<file path="src/rtl/gate_op_arbiter.sv">
`default_nettype none
// ============================================================================
//  Module   : gate_op_arbiter
//  Brief    : Round-robin time-sharing of one 1-bit NOT/OR/AND/XOR evaluator
//             among N_REQ requesters with a req/gnt/done handshake.
//  Revision : 1.0  initial release
// ============================================================================
module gate_op_arbiter #(
    parameter int N_REQ = 4,
    parameter int LAT   = 1
) (
    input  logic               clk,
    input  logic               rst,
    input  logic [N_REQ-1:0]   req,
    input  logic [2*N_REQ-1:0] op,
    input  logic [N_REQ-1:0]   a,
    input  logic [N_REQ-1:0]   b,
    output logic [N_REQ-1:0]   gnt,
    output logic [N_REQ-1:0]   done,
    output logic               y,
    output logic               busy
);

    localparam int C_PW = $clog2(N_REQ);
    localparam int C_CW = (LAT > 1) ? $clog2(LAT) : 1;

    localparam logic [1:0] C_ST_IDLE = 2'd0;
    localparam logic [1:0] C_ST_EXEC = 2'd1;
    localparam logic [1:0] C_ST_DONE = 2'd2;

    generate
        if (LAT < 1) begin : g_lat_check
            $error("gate_op_arbiter: LAT must be at least 1");
        end
        if ((N_REQ < 2) || (N_REQ > 8)) begin : g_nreq_check
            $error("gate_op_arbiter: N_REQ must be in 2..8");
        end
    endgenerate

    logic [1:0]       r_state;
    logic [C_PW-1:0]  r_ptr;
    logic [C_CW-1:0]  r_cnt;
    logic [1:0]       r_op;
    logic             r_a;
    logic             r_b;
    logic [N_REQ-1:0] r_gnt;
    logic [N_REQ-1:0] r_done;
    logic             r_y;

    logic             w_found;
    logic [C_PW-1:0]  w_winner;
    logic [1:0]       w_op;
    logic             w_a;
    logic             w_b;
    logic             w_result;

    // Scan from the slot after the last winner; only the winner's operands
    // are selected, so unused requesters' inputs cannot reach the datapath.
    always_comb begin
        w_found  = 1'b0;
        w_winner = '0;
        w_op     = 2'b00;
        w_a      = 1'b0;
        w_b      = 1'b0;
        for (int k = 1; k <= N_REQ; k++) begin
            if (!w_found && req[(int'(r_ptr) + k) % N_REQ]) begin
                w_found  = 1'b1;
                w_winner = C_PW'((int'(r_ptr) + k) % N_REQ);
                w_op     = op[2*((int'(r_ptr) + k) % N_REQ) +: 2];
                w_a      = a[(int'(r_ptr) + k) % N_REQ];
                w_b      = b[(int'(r_ptr) + k) % N_REQ];
            end
        end
    end

    always_comb begin
        case (r_op)
            2'b00:   w_result = ~r_a;
            2'b01:   w_result = r_a | r_b;
            2'b10:   w_result = r_a & r_b;
            default: w_result = r_a ^ r_b;
        endcase
    end

    always_ff @(posedge clk) begin
        if (rst) begin
            r_state <= C_ST_IDLE;
            r_ptr   <= C_PW'(N_REQ - 1);
            r_cnt   <= '0;
            r_op    <= 2'b00;
            r_a     <= 1'b0;
            r_b     <= 1'b0;
            r_gnt   <= '0;
            r_done  <= '0;
            r_y     <= 1'b0;
        end else begin
            r_gnt  <= '0;
            r_done <= '0;
            case (r_state)
                C_ST_IDLE: begin
                    if (w_found) begin
                        r_ptr   <= w_winner;
                        r_op    <= w_op;
                        r_a     <= w_a;
                        r_b     <= w_b;
                        r_gnt   <= N_REQ'(1) << w_winner;
                        r_cnt   <= C_CW'(LAT - 1);
                        r_state <= C_ST_EXEC;
                    end
                end
                C_ST_EXEC: begin
                    if (r_cnt == '0) begin
                        r_y     <= w_result;
                        r_done  <= N_REQ'(1) << r_ptr;
                        r_state <= C_ST_DONE;
                    end else begin
                        r_cnt <= r_cnt - 1'b1;
                    end
                end
                C_ST_DONE: begin
                    r_state <= C_ST_IDLE;
                end
                default: begin
                    r_state <= C_ST_IDLE;
                end
            endcase
        end
    end

    assign gnt  = r_gnt;
    assign done = r_done;
    assign y    = r_y;
    assign busy = (r_state == C_ST_EXEC) || (r_state == C_ST_DONE);

endmodule
`default_nettype wire

</file>
<file path="config.mk">
export PLATFORM = sky130hd
export DESIGN_NAME = gate_op_arbiter
export DESIGN_NICKNAME = d
export VERILOG_FILES = /design/src/rtl/gate_op_arbiter.sv
export SDC_FILE = /design/constraint.sdc
export NUM_CORES = 1
export LEC_CHECK = 0
export ABC_AREA = 1
export BUFFER_PORTS_ARGS = -buffer_cell sky130_fd_sc_hd__buf_2
export CORE_UTILIZATION = 49
export DETAILED_ROUTE_END_ITERATION = 6
export GPL_ROUTABILITY_DRIVEN = 1
export PLACE_DENSITY = 0.79
export SETUP_SLACK_MARGIN = 0.5
export SYNTH_ARGS = -nofsm -noshare
export SYNTH_HDL_FRONTEND = slang
export SYNTH_SLANG_ARGS = --single-unit
</file>
<file path="constraint.sdc">
create_clock -name clk -period 1.6 [get_ports clk]
set_input_delay 0.32 -clock clk [delete_from_list [all_inputs] [get_ports clk]]
set_output_delay 0.32 -clock clk [all_outputs]
set_load 0.005 [all_outputs]
</file>
==> impl_metrics.env, run 1 <==
export IMPL_status="complete, but fails checks"
export IMPL_violations="design-rule violations"
export IMPL_start_util=0.525
export IMPL_cts_buffer_depth=2
export IMPL_routedWlPerCell_microns=11.1
export IMPL_gp_congestion=0.888
export IMPL_finClkSkew_ns=0.00541
export IMPL_wirelength_microns=3720
export IMPL_dieWidth_microns=56.8
export IMPL_syn_avg_cell_area_sq_um=5.84
export IMPL_r2r_end="gnt[3]$_SDFF_PP0_"
export IMPL_leakagePower_uw=0.00107
export IMPL_viasPerCell=5.10
export IMPL_ios=32
export IMPL_slew_headroom=0.785
export IMPL_synth_cell_types=23
export IMPL_ys_top_cells_by_count="nand2_1 (95), o21ai_0 (27), nor2_1 (23), inv_1 (22), nand3_1 (18)"
export IMPL_synth_ff_type="dfxtp_1"
export IMPL_required_ns=1.85
export IMPL_hpwl_microns=2600
export IMPL_synthCells=252
export IMPL_peakVddDrop_v=0.00117
export IMPL_hp_class="in2reg"
export IMPL_syn_area_sq_um=1470
export IMPL_multi_input_area_sq_um=1120
export IMPL_worst_path_buf_inv=3
export IMPL_synth_top_family_by_area="simple AND/OR/NAND/NOR gates"
export IMPL_muxShareOfSynthArea=0
export IMPL_drive_gt1_frac=0.382
export IMPL_vias=1707
export IMPL_worst_slack_ns=0.0417
export IMPL_antenna_cells=0
export IMPL_fmax_mhz=642
export IMPL_hold_violations=0
export IMPL_gr_total_overflow=0
export IMPL_critPathMaxStageDelay_ns=0.42
export IMPL_grt_max_degree=19
export IMPL_crit_top_cell="nand2_2"
export IMPL_drtAntennaViolNets=0
export IMPL_crit_arrival_ns=1.81
export IMPL_cts_tree="yes"
export IMPL_preCtsSetupSlack_ns=0.00772
export IMPL_std_cell_rows=19
export IMPL_die_height_microns=56.8
export IMPL_numClockSinks=17
export IMPL_fin_cells=335
export IMPL_reg2reg_from="r_ptr[0]$_SDFFE_PP1P_"
export IMPL_cellPowerDensity_nw_per_um2=2100
export IMPL_post_place_cells=322
export IMPL_hold_start="rst"
export IMPL_async_flop_share=0
export IMPL_synthSimpleGateAreaFrac=0.484
export IMPL_grtUsageTotal=0.228
export IMPL_endpoint_kind="register"
export IMPL_layout_nets=333
export IMPL_syn2layout_area_growth_pct=37.7
export IMPL_synth_edff_count=0
export IMPL_yosys_top_cells_area="nand2_1 (24%), dfxtp_1 (23%), o21ai_0 (9.2%)"
export IMPL_finalMaxSlewViolations=0
export IMPL_cts_buffers=3
export IMPL_cts_htree_levels=1
export IMPL_clk_latency_ns=0.30
export IMPL_cts_root_buf="clkbuf_4"
export IMPL_synth_top_area_share=0.242
export IMPL_synth_largest_area_cell="nand2_1"
export IMPL_cap_violations=0
export IMPL_critPathKind="reg2reg"
export IMPL_post_route_min_period_ns=1.56
export IMPL_drt_iter0_drc=82
export IMPL_synth_compound_area_share=0.124
export IMPL_r2r_slack_ns=0.04
export IMPL_startpoint_type="register"
export IMPL_crit_chain="buf_6 > nand2_2 > nand2_2 > buf_6 > nand2_4 > nand2_4 > inv_4 > nand3_4 > nand2_8 > nor2_4 > nand2_2 > nor2_1"
export IMPL_r2r_cells=12
export IMPL_synth_adder_area_share=0.0510
export IMPL_synth_xor_area_frac=0
export IMPL_period_share=0.974
export IMPL_synth_seq_area_share=0.231
export IMPL_final_fill_count=223
export IMPL_drt_pass1_iter_count=7
export IMPL_cp_num_cells=12
export IMPL_grt_pass1_wl_microns=5840
export IMPL_crit_path_end="gnt[3]$_SDFF_PP0_"
export IMPL_regArea_sq_um=352
export IMPL_final_setup_viol_count=0
export IMPL_crit_slowest_cell="dfxtp_4"
export IMPL_cp_startpoint="r_ptr[0]$_SDFFE_PP1P_"
export IMPL_portBuffers=31
export IMPL_path_clk_slew_ns=0.10
export IMPL_drc=6
export IMPL_antenna_found_initial=0
export IMPL_grt_pass1_vias=1427
export IMPL_path_max_fanout=8
export IMPL_synth_most_common_cell="nand2_1"
export IMPL_crit_family="simple AND/OR/NAND/NOR gates"
export IMPL_worst_slew_pin_slew_ns=0.322
export IMPL_synth_fp_nets=280
export IMPL_grt_setup_unrepaired="yes"
export IMPL_ys_warn_count=0
export IMPL_synth_seq_cells=17
export IMPL_dieArea_sq_um=3230
export IMPL_core_area_sq_um=2810
==> how the worst min path moves through the flow <==
stage | end | slack (ns) | cells past startpoint
2_1_floorplan | r_ptr[0]$_SDFFE_PP1P_ | 0.42 | 2
3_3_place_gp | r_state[1]$_SDFFE_PP0P_ | 0.47 | 2
3_5_place_dp | r_state[1]$_SDFFE_PP0P_ | 0.48 | 2
4_1_cts | r_ptr[0]$_SDFFE_PP1P_ | 0.27 | 3
5_1_grt | r_ptr[0]$_SDFFE_PP1P_ | 0.28 | 3
6_report | r_ptr[0]$_SDFFE_PP1P_ | 0.28 | 3
==> metrics by stage <==
step           total power (uW)  area [sq um]  TNS, ns  hold slack (ns)   util
2_1_floorplan              2660          1510        0            0.416      -
3_3_place_gp               3300          1780        0            0.470  0.633
3_5_place_dp               3340          1780        0            0.478  0.633
4_1_cts                    3880          1930        0            0.274  0.687
5_1_grt                    4640          2030   -0.248            0.275  0.722
6_report                   4250          2030        0            0.281  0.722
==> where the power goes <==
part | total, uW | internal, uW | switching, uW
Sequential | 699 | 592 | 108
Clock | 237 | 93.3 | 144
Combinational | 3320 | 1390 | 1920
Total | 4250 | 2080 | 2180
==> state kept, by name, indices dropped and copies added, names as in the netlist <==
name	flops
r_ptr	2
y	1
done	4
r_b	1
r_op	2
r_a	1
gnt	4
r_state	2
==> kinds of logic after synthesis <==
family | Yosys count
AOI/OAI and AO/OA | 36
adders and majority gates | 6
buffers and inverters | 35
DFF | 17
and+or+nand+nor | 158
==> cells in the final DEF, fill, tap and decap left out, drive strengths merged, types with 3 or more instances in the layout <==
cell,instances
nor2,26
o21ai,30
nand3,19
dfxtp,17
ha,6
a21oi,5
buf,56
inv,27
nand2,107
nand4,5
clkbuf,3
==> final cells by class <==
type	instances	area share
inverter	27	0.0537
multi-input combinational	200	0.552
clock buffer	3	0.0111
tap	31	0.0191
clock inverter	1	0.00247
timing repair buffer	56	0.188
sequential	17	0.174
==> worst register-to-register path: cells and delay by family, from the launching register on <==
family,cells,cell delay (ns)
flops,1,0.42
buf+inv,3,0.30
simple gates,9,0.79
==> per-layer routing <==
metal / up-vias / share of wire / routed length [microns] / global-route usage
li1: 899 / - / - / -
met5: - / 0 / 0 / 0
met3: 7 / 0.033 / 124 / 0.0300
met2: 44 / 0.49 / 1840 / 0.408
met4: 0 / 0.013 / 49 / 0.0697
met1: 757 / 0.46 / 1710 / 0.280
==> timing repair <==
| item | CTS | global route |
|---|---|---|
| setup buffers | 7 | 2 |
| gates cloned | 0 | 0 |
| hold buffers | 0 | 0 |
| resized for setup | 34 | 23 |
| pin swaps | 8 | 4 |
| endpoints found under the setup margin | 14 | 14 |
No activity file was read; power rests on OpenSTA's default activity.
==> inputs of run 2 (changes only) <==
--- a/config.mk
+++ b/config.mk
@@ -5,12 +5,11 @@
 export SDC_FILE = /design/constraint.sdc
 export NUM_CORES = 1
 export LEC_CHECK = 0
-export ABC_AREA = 1
 export BUFFER_PORTS_ARGS = -buffer_cell sky130_fd_sc_hd__buf_2
-export CORE_UTILIZATION = 49
+export CORE_UTILIZATION = 48
 export DETAILED_ROUTE_END_ITERATION = 6
 export GPL_ROUTABILITY_DRIVEN = 1
-export PLACE_DENSITY = 0.79
+export PLACE_DENSITY = 0.78
 export SETUP_SLACK_MARGIN = 0.5
 export SYNTH_ARGS = -nofsm -noshare
 export SYNTH_HDL_FRONTEND = slang
==> run 2 against run 1 <==
The run ends with negative setup slack left; routed wire length increased by 37%; non-clock buffer count is 10 higher; synthesized cell count decreased by 33%; fmax is 11% lower; worst setup slack got worse by 0.20 ns; total power fell by 58%; critical path depth down 6; sequential share of layout area shrank 1.8 points; combinational power down 70%; cell area increased by 12%.
==> impl_metrics.env, run 2 <==
export IMPL_status="complete, but fails checks"
export IMPL_violations="negative setup slack"
export IMPL_synth_seq_area_share=0.244
export IMPL_clk_latency_ns=0.31
export IMPL_syn_avg_cell_area_sq_um=8.20
export IMPL_peakVddDrop_v=0.000700
export IMPL_post_place_cells=246
export IMPL_cts_root_buf="clkbuf_4"
export IMPL_async_flop_share=0
export IMPL_antenna_found_initial=0
export IMPL_ys_warn_count=0
export IMPL_drive_gt1_frac=0.583
export IMPL_yosys_top_cells_area="dfxtp_1 (24%), mux2i_1 (8.6%), mux2_2 (6.5%)"
export IMPL_gr_usage_met1=0.342
export IMPL_synth_top_area_share=0.244
export IMPL_die_height_microns=55.9
export IMPL_crit_path_end="r_op[1]$_SDFFE_PP0P_"
export IMPL_synth_most_common_cell="dfxtp_1"
export IMPL_drc=0
export IMPL_cts_tree="yes"
export IMPL_r2r_slack_ns=-0.16
export IMPL_synth_edff_count=0
export IMPL_antenna_cells=0
export IMPL_vias=1614
export IMPL_drtAntennaViolNets=0
export IMPL_grt_pass1_vias=1586
export IMPL_worst_slack_ns=-0.160
export IMPL_mostFrequentLayoutCells="buf_2 (27), buf_4 (24), nor2_1 (12), mux2i_1 (12), nand2_1 (10)"
export IMPL_synthCells=170
export IMPL_drt_iter0_drc=105
export IMPL_gr_total_overflow=0
export IMPL_final_common_cell="buf_2"
export IMPL_grtUsageTotal=0.294
export IMPL_start_util=0.505
export IMPL_core_area_sq_um=2760
export IMPL_hold_violations=0
export IMPL_cp_startpoint="r_ptr[0]$_SDFFE_PP1P_"
export IMPL_cap_violations=0
export IMPL_viasPerCell=6.18
export IMPL_dieArea_sq_um=3120
export IMPL_critPathMaxStageDelay_ns=0.40
export IMPL_grt_pass1_wl_microns=7220
export IMPL_cellPowerDensity_nw_per_um2=795
export IMPL_syn_area_sq_um=1390
export IMPL_r2r_end="r_op[1]$_SDFFE_PP0P_"
export IMPL_hp_class="in2reg"
export IMPL_synth_largest_area_cell="dfxtp_1"
export IMPL_slew_headroom=0.689
export IMPL_portBuffers=31
export IMPL_std_cell_rows=19
export IMPL_final_area_sq_um=2270
export IMPL_worst_slew_pin_slew_ns=0.467
export IMPL_postPlaceCellArea_sq_um=1820
export IMPL_grt_use_met3=0.0419
export IMPL_synth_ff_type="dfxtp_1"
export IMPL_cts_buffer_depth=2
export IMPL_path_clk_slew_ns=0.11
export IMPL_crit_arrival_ns=2.00
export IMPL_period_share=1.10
export IMPL_cts_buffers=3
export IMPL_syn2layout_area_growth_pct=62.7
export IMPL_grt_setup_unrepaired="yes"
export IMPL_cts_htree_levels=1
export IMPL_finalMaxSlewViolations=0
export IMPL_synth_cell_types=38
export IMPL_leakagePower_uw=0.00101
export IMPL_routedWlPerCell_microns=19.5
export IMPL_path_max_fanout=11
export IMPL_finClkSkew_ns=0.00124
export IMPL_synth_seq_cells=17
export IMPL_drt_pass1_iter_count=5
export IMPL_startpoint_type="register"
export IMPL_global_route_usage_met2=0.523
export IMPL_synth_fp_nets=198
export IMPL_layout_nets=259
export IMPL_grt_max_degree=24
export IMPL_gp_congestion=0.850
export IMPL_fin_cells=261
export IMPL_ios=32
export IMPL_reg2reg_from="r_ptr[0]$_SDFFE_PP1P_"
export IMPL_numClockSinks=17
export IMPL_fmax_mhz=568
export IMPL_post_route_min_period_ns=1.76
export IMPL_r2r_cells=6
export IMPL_endpoint_kind="register"
export IMPL_hpwl_microns=2930
export IMPL_critPathKind="reg2reg"
export IMPL_wirelength_microns=5090
export IMPL_required_ns=1.84
export IMPL_crit_slowest_cell="dfxtp_4"
export IMPL_dieWidth_microns=55.9
export IMPL_final_setup_viol_count=4
export IMPL_ys_top_cells_by_count="dfxtp_1 (17), nand2_1 (16), inv_1 (13), nor2_1 (13), mux2i_1 (12)"
export IMPL_busiest_layer="met2"
export IMPL_crit_chain="buf_12 > nor2b_1 > a22o_1 > a31oi_4 > o31ai_2 > o2bb2ai_1"
-- run 2: changes by cell type after synthesis, sizes merged, moves of 5 or more --
cell,change
nand2,-91
o21ai,-28
inv,-14
nand3,-14
nor2,-13
mux2i,+12
nand2b,+9
mux2,+8
o211ai,+7
and2,+5
nand4,-5
nor3b,+5
-- run 2: where the power goes --
group | switching [uW] | internal (uW)
Combinational | 498 | 512
Sequential | 54.9 | 480
Clock | 162 | 95.5
Total | 715 | 1090
-- run 2: critical path, delay by kind of cell, from the launching register on --
family          cells  cell delay (ns)
buf+inv             1             0.14
simple gates        1             0.32
flops               1             0.40
compound gates      4             0.83
-- run 2: area by class of cell --
cell class / instances / area, sq um
Fill cell: 150 / 489
Inverter: 13 / 51.3
Clock inverter: 1 / 7.51
Sequential cell: 17 / 353
Timing Repair Buffer: 66 / 547
Multi-Input combinational cell: 130 / 1250
Clock buffer: 3 / 22.5
Tap cell: 31 / 38.8
-- run 2: metal layers --
metal,up-vias,routed length (microns)
met1,776,1940
met2,80,2730
li1,738,-
met3,20,273
met5,-,0
met4,0,146
-- run 2: cell families after synthesis --
| logic type | Yosys count | share of synthesized area |
|---|---|---|
| AND/OR/NAND/NOR | 68 | 0.261 |
| AO/OA/AOI/OAI | 34 | 0.189 |
| adder cells (fa/ha/maj) | 6 | 0.0539 |
| buffers and inverters | 23 | 0.0682 |
| multiplexers | 22 | 0.183 |
| flip-flops | 17 | 0.244 |
-- run 2: how the worst min path moves through the flow --
stage | from | end | slack, ns | cells past startpoint
2_1_floorplan | rst | r_state[0]$_SDFFE_PP0P_ | 0.39 | 1
6_report | rst | r_state[0]$_SDFFE_PP0P_ | 0.30 | 2
4_1_cts | rst | r_state[1]$_SDFFE_PP0P_ | 0.28 | 2
3_5_place_dp | r_op[0]$_SDFFE_PP0P_ | r_op[0]$_SDFFE_PP0P_ | 0.51 | 2
3_3_place_gp | r_state[1]$_SDFFE_PP0P_ | r_state[1]$_SDFFE_PP0P_ | 0.45 | 2
5_1_grt | rst | r_state[0]$_SDFFE_PP0P_ | 0.31 | 2
-- run 2: metrics by stage --
| stage | util | total power [uW] | hold WS [ns] | worst slack (ns) | TNS (ns) |
|---|---|---|---|---|---|
| CTS | 0.782 | 1680 | 0.285 | -0.0505 | -0.0542 |
| finish | 0.823 | 1800 | 0.305 | -0.160 | -0.546 |
| global route | 0.823 | 1890 | 0.306 | -0.254 | -0.825 |
| global placement | 0.661 | 1180 | 0.455 | -0.135 | -0.508 |
| detailed placement | 0.661 | 1220 | 0.508 | -0.218 | -0.870 |
| floorplan | - | 1020 | 0.389 | 0.0820 | 0 |
-- run 2: repair_timing --
| action | 4_1_cts | 5_1_grt |
|---|---|---|
| endpoints found under the setup margin | 18 | 18 |
| hold buffers | 0 | 0 |
| gates resized for setup | 50 | 23 |
| setup buffers | 6 | 3 |
| gates cloned | 2 | 0 |
| pin swaps | 17 | 5 |
